===== config.mk =====
export PLATFORM = sky130hd
export DESIGN_NAME = fifo_rd_stream
export DESIGN_NICKNAME = d
export VERILOG_FILES = /design/src/rtl/evr_dc_pkg.sv /design/src/rtl/sync_ring_buf.sv /design/src/rtl/fifo_rd_stream.sv
export SDC_FILE = /design/constraint.sdc
export NUM_CORES = 1
export LEC_CHECK = 0
export BUFFER_PORTS_ARGS = -buffer_cell sky130_fd_sc_hd__buf_2
export CAP_MARGIN = 25
export CORE_MARGIN = 1.5
export CORE_UTILIZATION = 61
export DETAILED_ROUTE_END_ITERATION = 10
export PLACE_DENSITY = 0.85
export SLEW_MARGIN = 30
export SYNTH_ARGS = -nofsm -noshare
export SYNTH_HDL_FRONTEND = slang
export SYNTH_SLANG_ARGS = --single-unit

===== constraint.sdc =====
create_clock -name clk -period 11.1 [get_ports clk]
set_input_delay 3.33 -clock clk [delete_from_list [all_inputs] [get_ports clk]]
set_output_delay 3.33 -clock clk [all_outputs]
set_load 0.02 [all_outputs]

===== src/rtl/evr_dc_pkg.sv =====
// evr_dc_pkg: shared types and FIFO timing constants for the delay-compensation
// read-clock datapath.
package evr_dc_pkg;

  localparam int DC_WORD_WIDTH       = 32;
  localparam int DC_FIFO_RD_LATENCY  = 2;
  localparam int DC_FIFO_RST_HOLDOFF = 5;

  typedef logic [DC_WORD_WIDTH-1:0] dc_word_t;

  // Number of set bits; used to count reads still travelling through the FIFO.
  function automatic int unsigned bit_count(input logic [31:0] v);
    int unsigned n;
    n = 0;
    for (int i = 0; i < 32; i++) begin
      n += 32'(v[i]);
    end
    return n;
  endfunction

endpackage


===== src/rtl/sync_ring_buf.sv =====
// sync_ring_buf: small circular landing buffer with a registered-array head
// read. Push and pop in the same cycle leave the occupancy unchanged.
module sync_ring_buf
  import evr_dc_pkg::*;
#(
  parameter int WIDTH = DC_WORD_WIDTH,
  parameter int DEPTH = DC_FIFO_RD_LATENCY + 1,
  localparam int CW   = $clog2(DEPTH + 1)
) (
  input  logic             clk,
  input  logic             rst,
  input  logic             push,
  input  logic [WIDTH-1:0] push_data,
  input  logic             pop,
  output logic [CW-1:0]    count,
  output logic [WIDTH-1:0] head
);

  localparam int PW = (DEPTH < 2) ? 1 : $clog2(DEPTH);
  localparam logic [PW-1:0] LAST = PW'(DEPTH - 1);

  logic [WIDTH-1:0] mem_q [DEPTH];
  logic [WIDTH-1:0] mem_d [DEPTH];
  logic [PW-1:0]    wr_ptr_q, wr_ptr_d;
  logic [PW-1:0]    rd_ptr_q, rd_ptr_d;
  logic [CW-1:0]    count_q, count_d;
  logic             pop_ok;

  function automatic logic [PW-1:0] ptr_next(input logic [PW-1:0] p);
    return (p == LAST) ? '0 : p + 1'b1;
  endfunction

  assign pop_ok = pop & (count_q != '0);
  assign count  = count_q;
  assign head   = mem_q[rd_ptr_q];

  // Next-state for storage, pointers and occupancy.
  always_comb begin
    mem_d    = mem_q;
    wr_ptr_d = wr_ptr_q;
    rd_ptr_d = rd_ptr_q;
    count_d  = count_q;
    if (push) begin
      mem_d[wr_ptr_q] = push_data;
      wr_ptr_d        = ptr_next(wr_ptr_q);
    end
    if (pop_ok) begin
      rd_ptr_d = ptr_next(rd_ptr_q);
    end
    case ({push, pop_ok})
      2'b10:   count_d = count_q + 1'b1;
      2'b01:   count_d = count_q - 1'b1;
      default: count_d = count_q;
    endcase
  end

  // Buffer state registers; reset empties the buffer and zeroes the head.
  always_ff @(posedge clk or posedge rst) begin
    if (rst) begin
      for (int i = 0; i < DEPTH; i++) begin
        mem_q[i] <= '0;
      end
      wr_ptr_q <= '0;
      rd_ptr_q <= '0;
      count_q  <= '0;
    end else begin
      mem_q    <= mem_d;
      wr_ptr_q <= wr_ptr_d;
      rd_ptr_q <= rd_ptr_d;
      count_q  <= count_d;
    end
  end

endmodule


===== src/rtl/fifo_rd_stream.sv =====
// fifo_rd_stream: read-side controller for the dual-clock FIFO. Issues reads
// only when the landing buffer is guaranteed room for the word, so the FIFO's
// fixed read latency is hidden behind a lossless valid/ready stream.
module fifo_rd_stream
  import evr_dc_pkg::*;
#(
  parameter int WIDTH       = DC_WORD_WIDTH,
  parameter int RD_LATENCY  = DC_FIFO_RD_LATENCY,
  parameter int RST_HOLDOFF = DC_FIFO_RST_HOLDOFF
) (
  input  logic             clk,
  input  logic             rst,
  output logic             fifo_rd_en,
  input  logic [WIDTH-1:0] fifo_d_out,
  input  logic             fifo_empty,
  output logic [WIDTH-1:0] m_data,
  output logic             m_valid,
  input  logic             m_ready,
  output logic [15:0]      rd_count
);

  localparam int BUF_DEPTH = RD_LATENCY + 1;
  localparam int CNT_W     = $clog2(BUF_DEPTH + 1);
  localparam int HOLD_W    = (RST_HOLDOFF < 1) ? 1 : $clog2(RST_HOLDOFF + 1);

  logic [HOLD_W-1:0]     hold_q, hold_d;
  logic [RD_LATENCY-1:0] pipe_q, pipe_d;
  logic [15:0]           rd_count_q, rd_count_d;
  logic [CNT_W-1:0]      buf_count;
  logic [7:0]            occ;
  logic                  done, pop, push;

  assign done     = (hold_q == '0);
  assign push     = pipe_q[RD_LATENCY-1];
  assign m_valid  = (buf_count != '0);
  assign pop      = m_valid & m_ready;
  assign rd_count = rd_count_q;

  // Issue a read only when its word is certain to find a free landing slot.
  always_comb begin
    occ        = 8'(bit_count(32'(pipe_q))) + 8'(buf_count) - 8'(pop);
    fifo_rd_en = ~rst & done & ~fifo_empty & (occ < 8'(BUF_DEPTH));
  end

  // Next-state for holdoff down-counter, in-flight pipe and delivered-word count.
  always_comb begin
    hold_d = hold_q;
    if (!done) begin
      hold_d = hold_q - 1'b1;
    end
    pipe_d     = pipe_q << 1;
    pipe_d[0]  = fifo_rd_en;
    rd_count_d = rd_count_q + 16'(pop);
  end

  // Control registers; reset drops every in-flight read and restarts holdoff.
  always_ff @(posedge clk or posedge rst) begin
    if (rst) begin
      hold_q     <= HOLD_W'(RST_HOLDOFF);
      pipe_q     <= '0;
      rd_count_q <= '0;
    end else begin
      hold_q     <= hold_d;
      pipe_q     <= pipe_d;
      rd_count_q <= rd_count_d;
    end
  end

  sync_ring_buf #(
    .WIDTH (WIDTH),
    .DEPTH (BUF_DEPTH)
  ) u_land (
    .clk       (clk),
    .rst       (rst),
    .push      (push),
    .push_data (fifo_d_out),
    .pop       (pop),
    .count     (buf_count),
    .head      (m_data)
  );

endmodule


==> results of run 1 <==
## sequential cells by signal (all words and copies together) (netlist names)
name / count
u_land.mem_q: 96
rd_count: 16
hold_q: 3
pipe_q: 2
u_land.count: 2
u_land.rd_ptr_q: 2
u_land.wr_ptr_q: 2
## cells in the final DEF, fill, tap and decap left out, types with 7 or more instances in the layout
| cell type | synthesis | routed |
|---|---|---|
| buf_2 | 10 | 85 |
| clkbuf_16 | 0 | 16 |
| dfrtp_1 | 121 | 120 |
| ha_1 | 7 | 7 |
| inv_1 | 10 | 9 |
| mux2_2 | 68 | 68 |
| mux2_4 | 30 | 30 |
| mux2i_1 | 32 | 32 |
| nand2_1 | 38 | 38 |
| o21ai_0 | 32 | 32 |
| xnor2_1 | 7 | 7 |
| xor2_1 | 11 | 11 |
## cell families after synthesis
kind of cell,count (synthesis)
muxes,130
and+or+nand+nor,66
DFF,123
buffers and inverters,33
xor gates and xnor gates,18
adders and majority gates,9
AOI/OAI and AO/OA,40
## per-stage QoR
step / utilization / power [mW]
floorplan: - / 1.37
global placement: 0.689 / 1.58
detailed placement: 0.690 / 1.62
CTS: 0.760 / 2.20
global route: 0.761 / 2.31
finish: 0.761 / 2.19
## synthesized netlist by cell type
library cell	number	share of area
xnor2_1	7	0.011
inv_1	10	0.0067
a21o_1	2	0.0027
o2111a_1	1	0.0020
inv_2	2	0.0013
a21oi_1	1	0.00090
ha_1	7	0.016
nor2_1	5	0.0034
nand4_1	2	0.0022
nor4_1	4	0.0045
o21ai_0	32	0.029
nand4_2	1	0.0022
dfstp_2	2	0.0094
nor2b_1	1	0.0011
nor3_1	6	0.0054
buf_2	10	0.0090
dfrtp_1	121	0.54
mux2_2	68	0.14
nor3_2	1	0.0018
clkbuf_1	7	0.0047
mux2_4	30	0.081
o21ai_1	4	0.0036
buf_6	4	0.0081
xor2_1	11	0.017
nand2b_1	1	0.0011
fa_1	2	0.0072
or3_1	1	0.0011
mux2i_1	32	0.057
nand2_1	38	0.026
nand3_1	6	0.0054
## report_power, final
part | total, mW | switching, mW | internal, mW
combinational | 0.813 | 0.420 | 0.394
clock | 0.571 | 0.200 | 0.372
sequential | 0.804 | 0.149 | 0.654
## layout make-up
| cell class | count | share of cell area |
|---|---|---|
| tap | 108 | 0.0202 |
| clock buffer | 19 | 0.0644 |
| inverter | 12 | 0.00709 |
| multi-input combinational | 263 | 0.352 |
| sequential | 123 | 0.460 |
| clock inverter | 13 | 0.0282 |
| timing repair buffer | 89 | 0.0679 |
## layer usage
metal  global-route usage  up-vias  routed length [um]  share of wire
met5                    0        -                   0              0
met4               0.0802        0                 121          0.011
met3               0.0652        9                 561          0.050
met2                0.433       93                5850           0.52
met1                0.300     1805                4730           0.42
li1                     -     1637                   -              -
## worst max-delay path, delay by kind of cell
family / cells / cell delay [ps]
adder cells (fa/ha/maj): 3 / 1250
AO/OA/AOI/OAI: 2 / 420
buffers and inverters: 3 / 410
XOR/XNOR: 1 / 170
## how the worst min path moves through the flow
stage	start	slack [ps]	to	cells after the start
floorplan	pipe_q[0]$_DFF_PP0_	350	pipe_q[1]$_DFF_PP0_	0
global placement	pipe_q[0]$_DFF_PP0_	360	pipe_q[1]$_DFF_PP0_	0
detailed placement	pipe_q[0]$_DFF_PP0_	370	pipe_q[1]$_DFF_PP0_	0
CTS	pipe_q[0]$_DFF_PP0_	420	pipe_q[1]$_DFF_PP0_	0
global route	pipe_q[0]$_DFF_PP0_	430	pipe_q[1]$_DFF_PP0_	0
finish	pipe_q[0]$_DFF_PP0_	410	pipe_q[1]$_DFF_PP0_	0
==> out/summary.txt, run 1 <==
status - finished with violations
failing checks - DRC
CP cell instances - buf_2 > o21ai_0 > inv_1 > ha_1 > fa_1 > fa_1 > xnor2_1 > o2111a_1 > buf_2
Final Hold Viols - 0
antenna cells - 0
post-CTS sizing - 0
Post-DP Area - 6070 um2
Core ar. - 8810 um2
post-layout min period - 8900 ps
worst hold path class - reg -> reg
reg2reg end - pipe_q[0]$_DFF_PP0_
Worst R2R Setup Slack - 8380 ps
Syn Std Cell Area - 5580 um2
register area - 3080 um2
Compound-Gate Fraction of Synth Area - 0.0379
post-synthesis mux area share - 0.275
TritonCTS Buffers - 17
Detailed Route WL - 11,300 um
worst slack, placed - 2230 ps
Startpoint Class - primary input
First-pass DRT Iterations - 9
Via-to-Cell Ratio - 5.65
design area - 6700 um2
nets - 551
number of I/O port buffers - 85
first-pass GRT wire length - 18,600 um
Critical Path Sink - fifo_rd_en
Worst path max stage delay - 440 ps
setup violators final - 0
WS Path Type - in -> out
Crit Reg-Reg Startpoint - u_land.count[1]$_DFFE_PP0P_
postcts setup bufs - 0
worst clock skew - 7.44 ps
RSZ-0062 raised after global routing - false
# fillers - 541
relative slew slack - 0.477
post-synthesis net count - 464
Ys Warns - 0
GR Overflow Total - 0
number of antenna violations at the first check in global routing - 0
DR vias - 3,544
Synth Instances - 419
clk_lat worst skew - 500 ps
arrival time worst endpoint - 5570 ps
CP Max Fanout - 4
maximum VDD drop - 0.249 mV
vias in the first global route - 3,831
largest family of logic cells by synthesized area - multiplexers
Multi-input gate area - 2360 um2
Worst setup EP type - primary output
CP Launch Point - m_ready
share of post-route cells with drive strength above 1 - 0.441
drt wl/cell - 18.0 um
total track usage - 0.247
number of clock sinks - 123
Final HPWL DP - 6770 um
simple-gate area share of the yosys netlist - 0.0538
remaining antenna violation count - 0
Seq cells post-synth - 123
Final Max Tran Viols - 0
clock buffer depth - 2
Fmax - 112 MHz
post-synthesis sequential area ratio - 0.552
hold_ws - 411 ps
largest net degree at the start of global routing - 65
# hold bufs at CTS - 0
synthesis-to-finish area growth - 20.1%
CP max stage cell - fa_1
Die Height - 98.6 um
post-route setup slack - 2200 ps
Pwr Density - 326 nW/um2
Lkg Pwr - 3.21 nW
Avg Inst Size Synth - 13.3 um2
max cap viols - 0
placer congestion estimate - 0.765
Layout Cells excl Fill - 627
# IOs - 86
Row Count - 34
CTS tree - built
Worst-path clk slew - 60 ps
Starting Density - 0.634
R2R cell count - 7
H-tree depth - 4
Worst-Margin Slew - 784 ps
Iteration-0 DRC Markers - 141
period utilisation layout - 0.802
setup TNS - 0 ps
XOR/XNOR Fraction of Synth Area - 0.0283
Distinct cells, synth - 30
critical path required time - 7770 ps
die width - 98.6 um
Adder-Cell Fraction of Synth Area - 0.0229
full die area - 9730 um2
CTS root buffer - clkbuf_8
Cells after DPL - 595
drt drc - 5
No activity file was read; power rests on OpenSTA's default activity.
==> run 2, diff against run 1 <==
CORE_UTILIZATION = 57   (was 61)
PLACE_DENSITY = 0.8   (was 0.85)
clock period = 9.01 ns   (was 11.1 ns; I/O delays follow)
==> out/summary.txt, run 2 (synthesis gave the netlist of run 1 again) <==
most common cell after layout, fill and taps aside - dfrtp_1
maximum VDD drop - 0.253 mV (+1.4%)
First-pass DRT Iterations - 4 (-5)
number of I/O port buffers - 85 (unchanged)
H-tree depth - 4 (unchanged)
Worst path top cell family by delay - adder cells
Iteration-0 DRC Markers - 134 (-5.0%)
Via-to-Cell Ratio - 5.53 (-2.1%)
Design Power - 2.71 mW (+24%)
GR Overflow Total - 0 (unchanged)
setup TNS - 0 ps (unchanged)
full die area - 10,400 um2 (+6.8%)
drt wl/cell - 17.6 um (-1.8%)
Fmax - 131 MHz
R2R cell count - 7 (unchanged)
antenna cells - 0 (unchanged)
most frequent cells in the layout - dfrtp_1 (120), buf_2 (85), mux2_2 (68)
# IOs - 86 (unchanged)
Cells after DPL - 617 (+3.7%)
final core utilization - 0.721 (-0.0399)
Final HPWL DP - 6980 um (+3.1%)
setup violators final - 0 (unchanged)
Final Hold Viols - 0 (unchanged)
die width - 102 um (+3.3%)
clk_lat worst skew - 520 ps (+20 ps)
share of post-route cells with drive strength above 1 - 0.437 (-0.00469)
synthesis-to-finish area growth - 21.1%
clock buffer depth - 2 (unchanged)
largest net degree at the start of global routing - 51 (-22%)
register area - 3080 um2 (unchanged)
drt drc - 0 (-5)
CTS root buffer - clkbuf_8
Layout Cells excl Fill - 649 (+3.5%)
max cap viols - 0 (unchanged)
worst clock skew - 6.30 ps (-1.14 ps)
DR vias - 3,590 (+1.3%)
CP max stage cell - fa_1
Crit Reg-Reg Startpoint - u_land.count[1]$_DFFE_PP0P_
# hold bufs at CTS - 0 (unchanged)
# fillers - 642 (+19%)
postcts setup bufs - 0 (unchanged)
Startpoint Class - primary input
post-route setup slack - 1360 ps (-840 ps)
relative slew slack - 0.371 (-0.106)
CTS tree - built
Core ar. - 9370 um2 (+6.4%)
hold_ws - 394 ps (-17.2 ps)
worst hold start - pipe_q[0]$_DFF_PP0_
CP Max Fanout - 4 (unchanged)
post-layout min period - 7650 ps
period utilisation layout - 0.849
first-pass GRT wire length - 18,300 um (-1.9%)
Post-DP Area - 6130 um2 (+0.89%)
vias in the first global route - 3,726 (-2.7%)
Buf+Inv Stages, Crit Path - 3 (unchanged)
worst slack, placed - 1390 ps (-838 ps)
critical path required time - 6310 ps (-1460 ps)
design area - 6760 um2 (+0.84%)
Worst-path clk slew - 50 ps (about the same)
TritonCTS Buffers - 17 (unchanged)
Starting Density - 0.595 (-0.0382)
post-CTS sizing - 0 (unchanged)
placer congestion estimate - 0.768 (+0.35%)
Lkg Pwr - 3.24 nW (+0.96%)
nets - 552 (+0.18%)
Worst path max stage delay - 420 ps (-20 ps)
CP cell instances - buf_2 > o21ai_0 > inv_1 > ha_1 > fa_1 > fa_1 > xnor2_1 > o2111a_1 > buf_2
WS Path Type - in -> out
Multi-input gate area - 2350 um2 (-0.32%)
number of clock sinks - 123 (unchanged)
total track usage - 0.237 (-0.0108)
reg2reg end - pipe_q[0]$_DFF_PP0_
arrival time worst endpoint - 4950 ps (-620 ps)
Worst R2R Setup Slack - 6280 ps (-2100 ps)
remaining antenna violation count - 0 (unchanged)
Detailed Route WL - 11,400 um (+1.6%)
Worst setup EP type - primary output
WHS Endpoint - pipe_q[1]$_DFF_PP0_
largest register by flop count - u_land.mem_q
Row Count - 35 (+2.9%)
Largest register FFs - 96 (unchanged)
cell count of the worst hold path - 0 (unchanged)
Final Max Tran Viols - 0 (unchanged)
RSZ-0062 raised after global routing - false
Die Height - 102 um (+3.3%)
status - completed
number of antenna violations at the first check in global routing - 0 (unchanged)
Worst-Margin Slew - 942 ps (+158 ps)
Pwr Density - 401 nW/um2 (+23%)
worst hold path class - reg -> reg
==> run 2: cell types whose count changed in the layout (fill, tap and decap cells not counted) <==
cell,before,now
buf_16,0,1
clkbuf_1,1,4
clkbuf_8,2,6
clkinv_4,1,0
clkinvlp_4,5,1
inv_6,2,0
nand3_2,0,1
nand3_4,1,0
==> run 2: worst max path at each step <==
| stage | slack [ps] | end | from | cells after the start |
|---|---|---|---|---|
| 2_1_floorplan | 1740 | fifo_rd_en | m_ready | 7 |
| 6_report | 1360 | fifo_rd_en | m_ready | 9 |
| 3_5_place_dp | 1390 | fifo_rd_en | m_ready | 9 |
| 4_1_cts | 1350 | fifo_rd_en | m_ready | 9 |
| 5_1_grt | 1230 | fifo_rd_en | m_ready | 9 |
| 3_3_place_gp | 1530 | fifo_rd_en | m_ready | 9 |
==> run 2: routing by layer <==
metal / global-route usage / share of wire / vias up / routed length (um)
li1: - / - / 1639 / -
met1: 0.290 / 0.44 / 1844 / 5010
met2: 0.393 / 0.50 / 93 / 5720
met3: 0.0793 / 0.051 / 14 / 582
met4: 0.0864 / 0.011 / 0 / 131
met5: 0 / 0 / - / 0
==> run 2: area by class of cell <==
type,instances,share of cell area
multi-input cells,263,0.348
repair buffers,90,0.0715
inverters,12,0.00703
well taps,129,0.0239
flip-flops and latches,123,0.456
clock inverters,6,0.0196
clock buffers,26,0.0737
==> run 2: worst register-to-register path, stage by stage, from the launching register on <==
cell and delay (ps):
dfrtp_1 440, o21ai_0 440, inv_1 150, ha_1 390
fa_1 420, fa_1 420, xnor2_1 180, o2111a_1 240
==> run 2: power by group <==
part | switching (mW) | internal (mW)
combinational | 0.521 | 0.486
sequential | 0.182 | 0.806
clock | 0.227 | 0.486
